File: config.mk
export PLATFORM = sky130hd
export DESIGN_NAME = gate_op_arbiter
export DESIGN_NICKNAME = d
export VERILOG_FILES = /design/src/rtl/gate_op_arbiter.sv
export SDC_FILE = /design/constraint.sdc
export NUM_CORES = 1
export LEC_CHECK = 0
export CELL_PAD_IN_SITES_DETAIL_PLACEMENT = 1
export CELL_PAD_IN_SITES_GLOBAL_PLACEMENT = 2
export CORE_MARGIN = 2
export CORE_UTILIZATION = 26
export CTS_CLUSTER_DIAMETER = 100
export DETAILED_ROUTE_END_ITERATION = 12
export GPL_TIMING_DRIVEN = 1
export PLACE_DENSITY = 0.79
export SLEW_MARGIN = 10
export SYNTH_ARGS = -nofsm -noshare
export SYNTH_HDL_FRONTEND = slang
export SYNTH_SLANG_ARGS = --single-unit
File: constraint.sdc
create_clock -name clk -period 3 [get_ports clk]
set_input_delay 0.3 -clock clk [delete_from_list [all_inputs] [get_ports clk]]
set_output_delay 0.3 -clock clk [all_outputs]
set_load 0.005 [all_outputs]
File: src/rtl/gate_op_arbiter.sv
// gate_op_arbiter: round-robin arbiter in front of one shared W-bit bitwise
// logic unit (AND, OR, NAND, NOR, XOR, XNOR). One operation runs at a time.
// Each operation goes through three steps: grant and latch, compute, then hold
// the result until the consumer accepts it.
//
// Ports:
//   clk, rst_n : rising-edge clock, asynchronous active-low reset
//   req        : per-requester request level
//   op         : 3-bit opcode per requester, requester i at op[3i+2:3i]
//   a, b       : W-bit operands per requester, requester i at [W*i+W-1:W*i]
//   gnt        : one-hot acceptance pulse lasting one cycle
//   y, y_id    : result and index of the requester that owns it
//   y_err      : result came from an illegal opcode (6/7); y is then 0
//   y_valid    : result valid; y_ready accepts it (y_ready matters only in HOLD)
//   busy       : high whenever the FSM is not IDLE
module gate_op_arbiter #(
    parameter int unsigned N_REQ = 4,
    parameter int unsigned W     = 8
) (
    input  logic                               clk,
    input  logic                               rst_n,
    input  logic [N_REQ-1:0]                   req,
    input  logic [3*N_REQ-1:0]                 op,
    input  logic [W*N_REQ-1:0]                 a,
    input  logic [W*N_REQ-1:0]                 b,
    output logic [N_REQ-1:0]                   gnt,
    output logic [W-1:0]                       y,
    output logic [$clog2(N_REQ)-1:0]           y_id,
    output logic                               y_err,
    output logic                               y_valid,
    input  logic                               y_ready,
    output logic                               busy
);

    localparam int unsigned ID_W = $clog2(N_REQ);

    typedef enum logic [1:0] {IDLE, EXEC, HOLD} state_t;

    state_t              state_q, state_d;
    logic [ID_W-1:0]     ptr_q, ptr_d;
    logic [N_REQ-1:0]    gnt_q, gnt_d;
    logic [2:0]          op_q, op_d;
    logic [W-1:0]        a_q, a_d, b_q, b_d;
    logic [ID_W-1:0]     id_q, id_d;
    logic [W-1:0]        y_q, y_d;
    logic [ID_W-1:0]     y_id_q, y_id_d;
    logic                y_err_q, y_err_d;
    logic                y_valid_q, y_valid_d;

    logic                win_found;
    logic [ID_W-1:0]     win_idx;
    logic [ID_W-1:0]     cand;
    logic [2:0]          sel_op;
    logic [W-1:0]        sel_a, sel_b;
    logic [W-1:0]        res_c;

    // Round-robin search: first set req bit at or after ptr, wrapping modulo N_REQ
    always_comb begin
        win_found = 1'b0;
        win_idx   = '0;
        cand      = '0;
        for (int k = 0; k < int'(N_REQ); k++) begin
            cand = ID_W'((int'(ptr_q) + k) % int'(N_REQ));
            if (!win_found && req[cand]) begin
                win_found = 1'b1;
                win_idx   = cand;
            end
        end
    end

    // Operand/opcode mux for the winner
    always_comb begin
        sel_op = '0;
        sel_a  = '0;
        sel_b  = '0;
        for (int i = 0; i < int'(N_REQ); i++) begin
            if (win_idx == ID_W'(i)) begin
                sel_op = op[3*i +: 3];
                sel_a  = a[W*i +: W];
                sel_b  = b[W*i +: W];
            end
        end
    end

    // Shared bitwise logic unit; an illegal opcode yields zero
    always_comb begin
        case (op_q)
            3'd0:    res_c = a_q & b_q;
            3'd1:    res_c = a_q | b_q;
            3'd2:    res_c = ~(a_q & b_q);
            3'd3:    res_c = ~(a_q | b_q);
            3'd4:    res_c = a_q ^ b_q;
            3'd5:    res_c = ~(a_q ^ b_q);
            default: res_c = '0;
        endcase
    end

    // Next-state and next-output logic
    always_comb begin
        state_d   = state_q;
        ptr_d     = ptr_q;
        gnt_d     = '0;
        op_d      = op_q;
        a_d       = a_q;
        b_d       = b_q;
        id_d      = id_q;
        y_d       = y_q;
        y_id_d    = y_id_q;
        y_err_d   = y_err_q;
        y_valid_d = y_valid_q;
        case (state_q)
            IDLE: begin
                if (win_found) begin
                    gnt_d   = N_REQ'(1) << win_idx;
                    op_d    = sel_op;
                    a_d     = sel_a;
                    b_d     = sel_b;
                    id_d    = win_idx;
                    ptr_d   = (win_idx == ID_W'(N_REQ - 1)) ? '0 : win_idx + ID_W'(1);
                    state_d = EXEC;
                end
            end
            EXEC: begin
                y_d       = res_c;
                y_id_d    = id_q;
                y_err_d   = (op_q > 3'd5);
                y_valid_d = 1'b1;
                state_d   = HOLD;
            end
            HOLD: begin
                if (y_ready) begin
                    y_valid_d = 1'b0;
                    state_d   = IDLE;
                end
            end
            default: state_d = IDLE;
        endcase
    end

    // State and output registers
    always_ff @(posedge clk or negedge rst_n) begin
        if (!rst_n) begin
            state_q   <= IDLE;
            ptr_q     <= '0;
            gnt_q     <= '0;
            op_q      <= '0;
            a_q       <= '0;
            b_q       <= '0;
            id_q      <= '0;
            y_q       <= '0;
            y_id_q    <= '0;
            y_err_q   <= 1'b0;
            y_valid_q <= 1'b0;
        end else begin
            state_q   <= state_d;
            ptr_q     <= ptr_d;
            gnt_q     <= gnt_d;
            op_q      <= op_d;
            a_q       <= a_d;
            b_q       <= b_d;
            id_q      <= id_d;
            y_q       <= y_d;
            y_id_q    <= y_id_d;
            y_err_q   <= y_err_d;
            y_valid_q <= y_valid_d;
        end
    end

    assign gnt     = gnt_q;
    assign y       = y_q;
    assign y_id    = y_id_q;
    assign y_err   = y_err_q;
    assign y_valid = y_valid_q;
    assign busy    = (state_q != IDLE);

endmodule

Yosys cells after proc, flatten, opt, wreduce, memory -nomap -nowiden
Index checks and enable logic that the tools add are counted.
{"block": "totals", "input_bits": 83, "ff_bits": 41, "word_cells": 90}
{"block": "op_classes", "eq_ne": 12, "mux": 37, "n_reduce_logical": 14, "add_sub_neg": 4, "shift": 1, "n_lt_le_gt_ge": 5, "n_bitwise": 6}
{"cell": "2-to-1 mux 8 bit", "n": 8}
{"cell": "case mux 8 bit (6 select lines)", "n": 1}
{"cell": "NOT 8 bit", "n": 3}
{"cell": "2-to-1 mux 2 bit", "n": 7}
{"cell": "less-than comparator 2 x 3 -> 1 bit (second input constant)", "n": 4}
{"cell": "2-to-1 mux 3 bit", "n": 4}
{"cell": "2-to-1 mux 1 bit", "n": 9}
{"cell": "bitwise AND 8 bit", "n": 1}
{"cell": "binary-select mux 1 bit (select 2 bit)", "n": 4}
{"cell": "2-to-1 mux 4 bit", "n": 2}
{"cell": "bitwise OR 8 bit", "n": 1}
{"cell": "bitwise XOR 8 bit", "n": 1}
{"cell": "== test 2 bit (second input constant)", "n": 3}
{"cell": "== test 3 x 2 -> 1 bit (second input constant)", "n": 2}
{"cell": "== test 3 bit (second input constant)", "n": 2}
{"cell": "case mux 2 bit (3 select lines)", "n": 1}
{"cell": "AND reduction 2 bit", "n": 3}
{"cell": "adder 2 x 1 -> 2 bit (second input constant)", "n": 2}
{"cell": "adder 2 bit (second input constant)", "n": 2}
{"cell": "== test 2 x 1 -> 1 bit (second input constant)", "n": 2}
{"cell": "zero test 2 bit", "n": 2}
{"cell": "inequality test 2 bit (second input constant)", "n": 2}
{"cell": "nonzero test 2 bit", "n": 2}
{"cell": "<< shifter 1 x 2 -> 4 bit (first input constant)", "n": 1}
{"cell": "6 further kinds", "n": 10}

Logic depth before layout (Yosys ltp)
{"block": "logic_depth", "ltp_word": 17, "mapped_depth": 11}

Worst setup path before layout
OpenSTA, ideal clock, no wires.
{"block": "synth_path", "path_type": "flip-flop to flip-flop", "from": "register ptr_q[0]", "to": "register b_q[6]", "arrival_time_ns": 2.063, "setup_time_ns": 0.127, "required_ns": 2.873, "period_less_slack_ns": 2.190, "path_buffers": 2, "stages_incl_launch_ff": 12, "path_slack_ns": 0.810, "path_cell_list": "dfrtp_1 > inv_1 > a22o_1 > a221oi_2 > nand2b_1 > ha_1 > nor2b_1 > buf_4 > buf_6 > a221oi_1 > a211o_1 > a22oi_1"}
{"block": "synth_via", "elab_chain_len": 17}
{"element": "start: declaration", "line_no": "40", "rtl": "logic [ID_W-1:0] ptr_q, ptr_d;"}
{"element": "start signal: assignment", "line_no": "156", "rtl": "ptr_q <= ptr_d;"}
{"element": "parallel branches: the longest is 17 deep, another holds adder 2 x 1 -> 2 bit"}
{"element": "end signal: assignment", "line_no": "148", "rtl": "b_q <= '0;"}
{"element": "end signal: assignment", "line_no": "160", "rtl": "b_q <= b_d;"}
{"element": "end: declaration", "line_no": "43", "rtl": "logic [W-1:0] a_q, a_d, b_q, b_d;"}
Several ways; the timed one is not identified. The select of a mux whose other input is x is not followed.
A chain may end at the register's enable or synchronous reset.

Worst setup path after layout
{"block": "layout_path", "from": "input port req[3]", "to": "register b_q[7]"}
{"block": "layout_via", "elab_chain_len": 17}
{"element": "start: declaration", "line_no": "22", "rtl": "input logic [N_REQ-1:0] req,"}
{"element": "binary-select mux 1 bit (select 2 bit)", "line_no": "64", "rtl": "if (!win_found && req[cand]) begin"}
{"element": "2-to-1 mux 1 bit (implied by the code)", "line_no": "64"}
{"element": "2-to-1 mux 1 bit", "line_no": "64"}
{"element": "zero test 1 bit", "line_no": "64"}
{"element": "logical AND 1 bit", "line_no": "64"}
{"element": "2-to-1 mux 1 bit", "line_no": "64"}
{"element": "zero test 1 bit", "line_no": "64"}
{"element": "logical AND 1 bit", "line_no": "64"}
{"element": "2-to-1 mux 1 bit", "line_no": "64"}
{"element": "zero test 1 bit", "line_no": "64"}
{"element": "logical AND 1 bit", "line_no": "64"}
{"element": "2-to-1 mux 2 bit (*)", "line_no": "64"}
{"element": "via win_idx[0]", "line_no": "51", "rtl": "logic [ID_W-1:0] win_idx;"}
{"element": "zero test 2 bit", "line_no": "77", "rtl": "if (win_idx == ID_W'(i)) begin"}
{"element": "2-to-1 mux 8 bit (3 in a row)", "line_no": "77"}
{"element": "2-to-1 mux 8 bit (*)", "line_no": "77"}
The timed path passes the listed nets; every way through them passes the cells marked *. The select of a mux whose other input is x is not followed.

==> results_dict.tcl <==
set metrics [dict create \
    switching_share_pct 41.2 \
    p_switching_mw 1.64 \
    postSynthNetCount 413 \
    dieArea_sq_um 11700 \
    min_period_ns 2.66 \
    critPathKind "input pin to flip-flop" \
    clkPwrFrac_pct 13.3 \
    dominantRegCellSynth "dfrtp_1" \
    grt_max_degree 42 \
    die_h_microns 108 \
    synth_edf_count 0 \
    routed_wl_microns 8140 \
    fin_skew_ns 0.00674 \
    fin_nets 499 \
    vias_per_cell 4.74 \
    grt_usage_pct 14.8 \
    post_cts_resize_count 0 \
    power.density_nw_per_um2 996 \
    synth_largest_type_area_fraction_pct 36.5 \
    insertedDiodeCount 0 \
    dpl.hpwl_microns 6370 \
    synthCells 310 \
    num_io_pins 100 \
    hold_class "input pin to asynchronous set/reset pin" \
    initial_utilization_pct 27.0 \
    max_clock_freq_mhz 376 \
    status "finished, final reports clean" \
    relSlewSlack_pct 37.2 \
    postRouteAntennaNets 0 \
    instances_no_fill 533 \
    pwr-share-comb_pct 59.1 \
    row_count 37 \
    synth.most_common_cell "dfrtp_1" \
    yosysWarnings 0 \
    synth.yosys.seq_area_share_pct 36.5 \
    max-cap-violations 0 \
    antenna_found_initial 0 \
    clkTransAtPathRegs_ns 0.08 \
    syn2layout_area_growth_pct 41.9 \
    num_vias 2524 \
    cts_setup_buffers 0 \
    cts.sink_count 41 \
    cellLeakagePower_nw 1.77 \
    drc 0 \
    drive_gt1_share_pct 7.30 \
    cts_tree "done" \
    placed_cells 525 \
    timing.final.max_slew_violations 0 \
    gp_congestion 0.817 \
    endpoint_kind "flip-flop" \
    first_pass_iters 4 \
    path_max_fanout 18 \
    rsz0062_at_grt "false" \
    drt_iter0_markers 92 \
    setup_viol 0 \
    finalSetupTns_ns 0 \
    port_buffers 99 \
    clk_path_buf_depth 2 \
    synthTopCellsByArea "dfrtp_1, ha_1, a21oi_1, a221oi_1, a211o_1" \
    hold_buffers 0 \
    ys_async_sr_fraction_pct 100 \
    grt_pass1_vias 2691 \
    ys_ff_latch 41 \
    finalHoldViolCount 0 \
    start_kind "input pin" \
    wl_per_cell_microns 15.3 \
    worst_ep_arrival_time_ns 2.82 \
    p_int_mw 2.34 \
    worstMarginPinSlew_ns 0.941 \
    pwr-share-seq_pct 27.6 \
    syn_area_per_cell_sq_um 9.07 \
    required_ns 3.16 \
    cts-root-buf "clkbuf_8" \
    yosys.cell_types.count 35 \
    core_area_sq_um 10400 \
    htree_num_levels 2 \
    synthTopCellsByCount "dfrtp_1, a21oi_1, inv_1" \
    die_w_microns 108 \
    cts_buffers 5 \
    grt_overflow 0 \
    yosys.area.top_type "dfrtp_1" \
    fin_crit_sh_pct 88.8 \
    grt_pass1_wl_microns 13600 \
    ir_drop_uv 400 \
    clock_latency_ns 0.29 \
    syn_area_sq_um 2810 \
]
-- critical path, stage by stage --
cell and delay, ns:
clkdlybuf4s50_1 0.54, inv_1 0.06, a22o_1 0.24, a221oi_2 0.35, and2b_1 0.21, ha_1 0.23
nor2b_1 0.07, buf_4 0.19, a221oi_1 0.33, a211o_1 0.21, a22oi_1 0.08
-- registers in the layout (all words and copies together), names as in the netlist --
register  count
y             8
a_q           8
ptr_q         2
y_valid       1
b_q           8
id_q          2
gnt           4
op_q          3
state_q       2
y_id          2
y_err         1
-- logic make-up after synthesis --
| logic type | share of synthesized area [%] |
|---|---|
| AO/OA/AOI/OAI | 27.8 |
| buffers and inverters | 11.1 |
| AND/OR/NAND/NOR | 9.07 |
| flip-flops | 36.5 |
| adder cells (fa/ha/maj) | 8.90 |
| multiplexers | 4.18 |
| XOR/XNOR | 2.49 |
-- layout make-up --
class                      count  area (sq um)
sequential                    41          1030
inverter                      40           153
timing repair buffer         104          1040
clock buffer                   5          68.8
multi-input combinational    204          1470
tap                          136           170
fill                        1209          6420
clock inverter                 3          65.1
-- power by group through the flow --
stage / Sequential, mW / Clock [mW] / Combinational (mW)
2_1_floorplan: 0.973 / 0 / 1.83
3_3_place_gp: 1.10 / 0 / 2.32
3_5_place_dp: 1.12 / 0 / 2.35
4_1_cts: 1.11 / 0.548 / 2.38
5_1_grt: 1.16 / 0.571 / 2.68
6_report: 1.10 / 0.528 / 2.35
-- stage by stage --
| stage | utilization, % | cell area (sq um) | total power, mW | hold WS (ns) | setup slack, ns |
|---|---|---|---|---|---|
| after floorplan | - | 2810 | 2.80 | 0.00441 | 0.810 |
| after global placement | 37.0 | 3860 | 3.42 | 0.463 | 0.101 |
| after detailed placement | 37.0 | 3860 | 3.47 | 0.473 | 0.0272 |
| after CTS | 38.3 | 3990 | 4.04 | 0.177 | 0.341 |
| after global routing | 38.3 | 3990 | 4.40 | 0.223 | 0.104 |
| final | 38.3 | 3990 | 3.98 | 0.138 | 0.337 |
-- final timing paths --
kind	end	slack, ns	start	cells after the start
worst max-delay path	b_q[7]	0.34	req[3]	11
worst min-delay path	gnt[2]	0.14	rst_n	1
worst max register to register	b_q[7]	0.47	ptr_q[0]	10
worst min register to register	y[1]	0.48	y[1]	2
max in group asynchronous	a_q[7]	2.26	rst_n	1
min in group clk	y[1]	0.48	y[1]	2
-- cell usage in the layout, fill, tap and decap left out, types with 2 or more instances in the layout --
cell type / synthesis / layout
a211o_1: 18 / 18
a21oi_1: 39 / 39
a21oi_2: 3 / 3
a221oi_1: 19 / 19
a22oi_1: 16 / 16
and2_1: 4 / 4
buf_4: 1 / 4
bufinv_16: 0 / 2
clkbuf_8: 0 / 5
clkdlybuf4s50_1: 0 / 98
dfrtp_1: 41 / 41
ha_1: 20 / 20
inv_1: 39 / 39
mux2_2: 2 / 2
mux2i_1: 8 / 8
nand2_1: 24 / 24
nand2b_1: 4 / 4
nor2_1: 7 / 7
o21ai_0: 11 / 11
o21ai_1: 2 / 2
or2_1: 5 / 5
or2_2: 5 / 5
xnor2_1: 8 / 8
-- metal layers --
layer / vias up / GRT usage, % / wire length, microns
met4: 0 / 3.85 / 83
met3: 6 / 3.38 / 595
met2: 94 / 23.0 / 3540
li1: 1249 / - / -
met5: - / 0 / 0
met1: 1175 / 20.7 / 3920
Note: power is estimated with default switching activity, not from simulation.
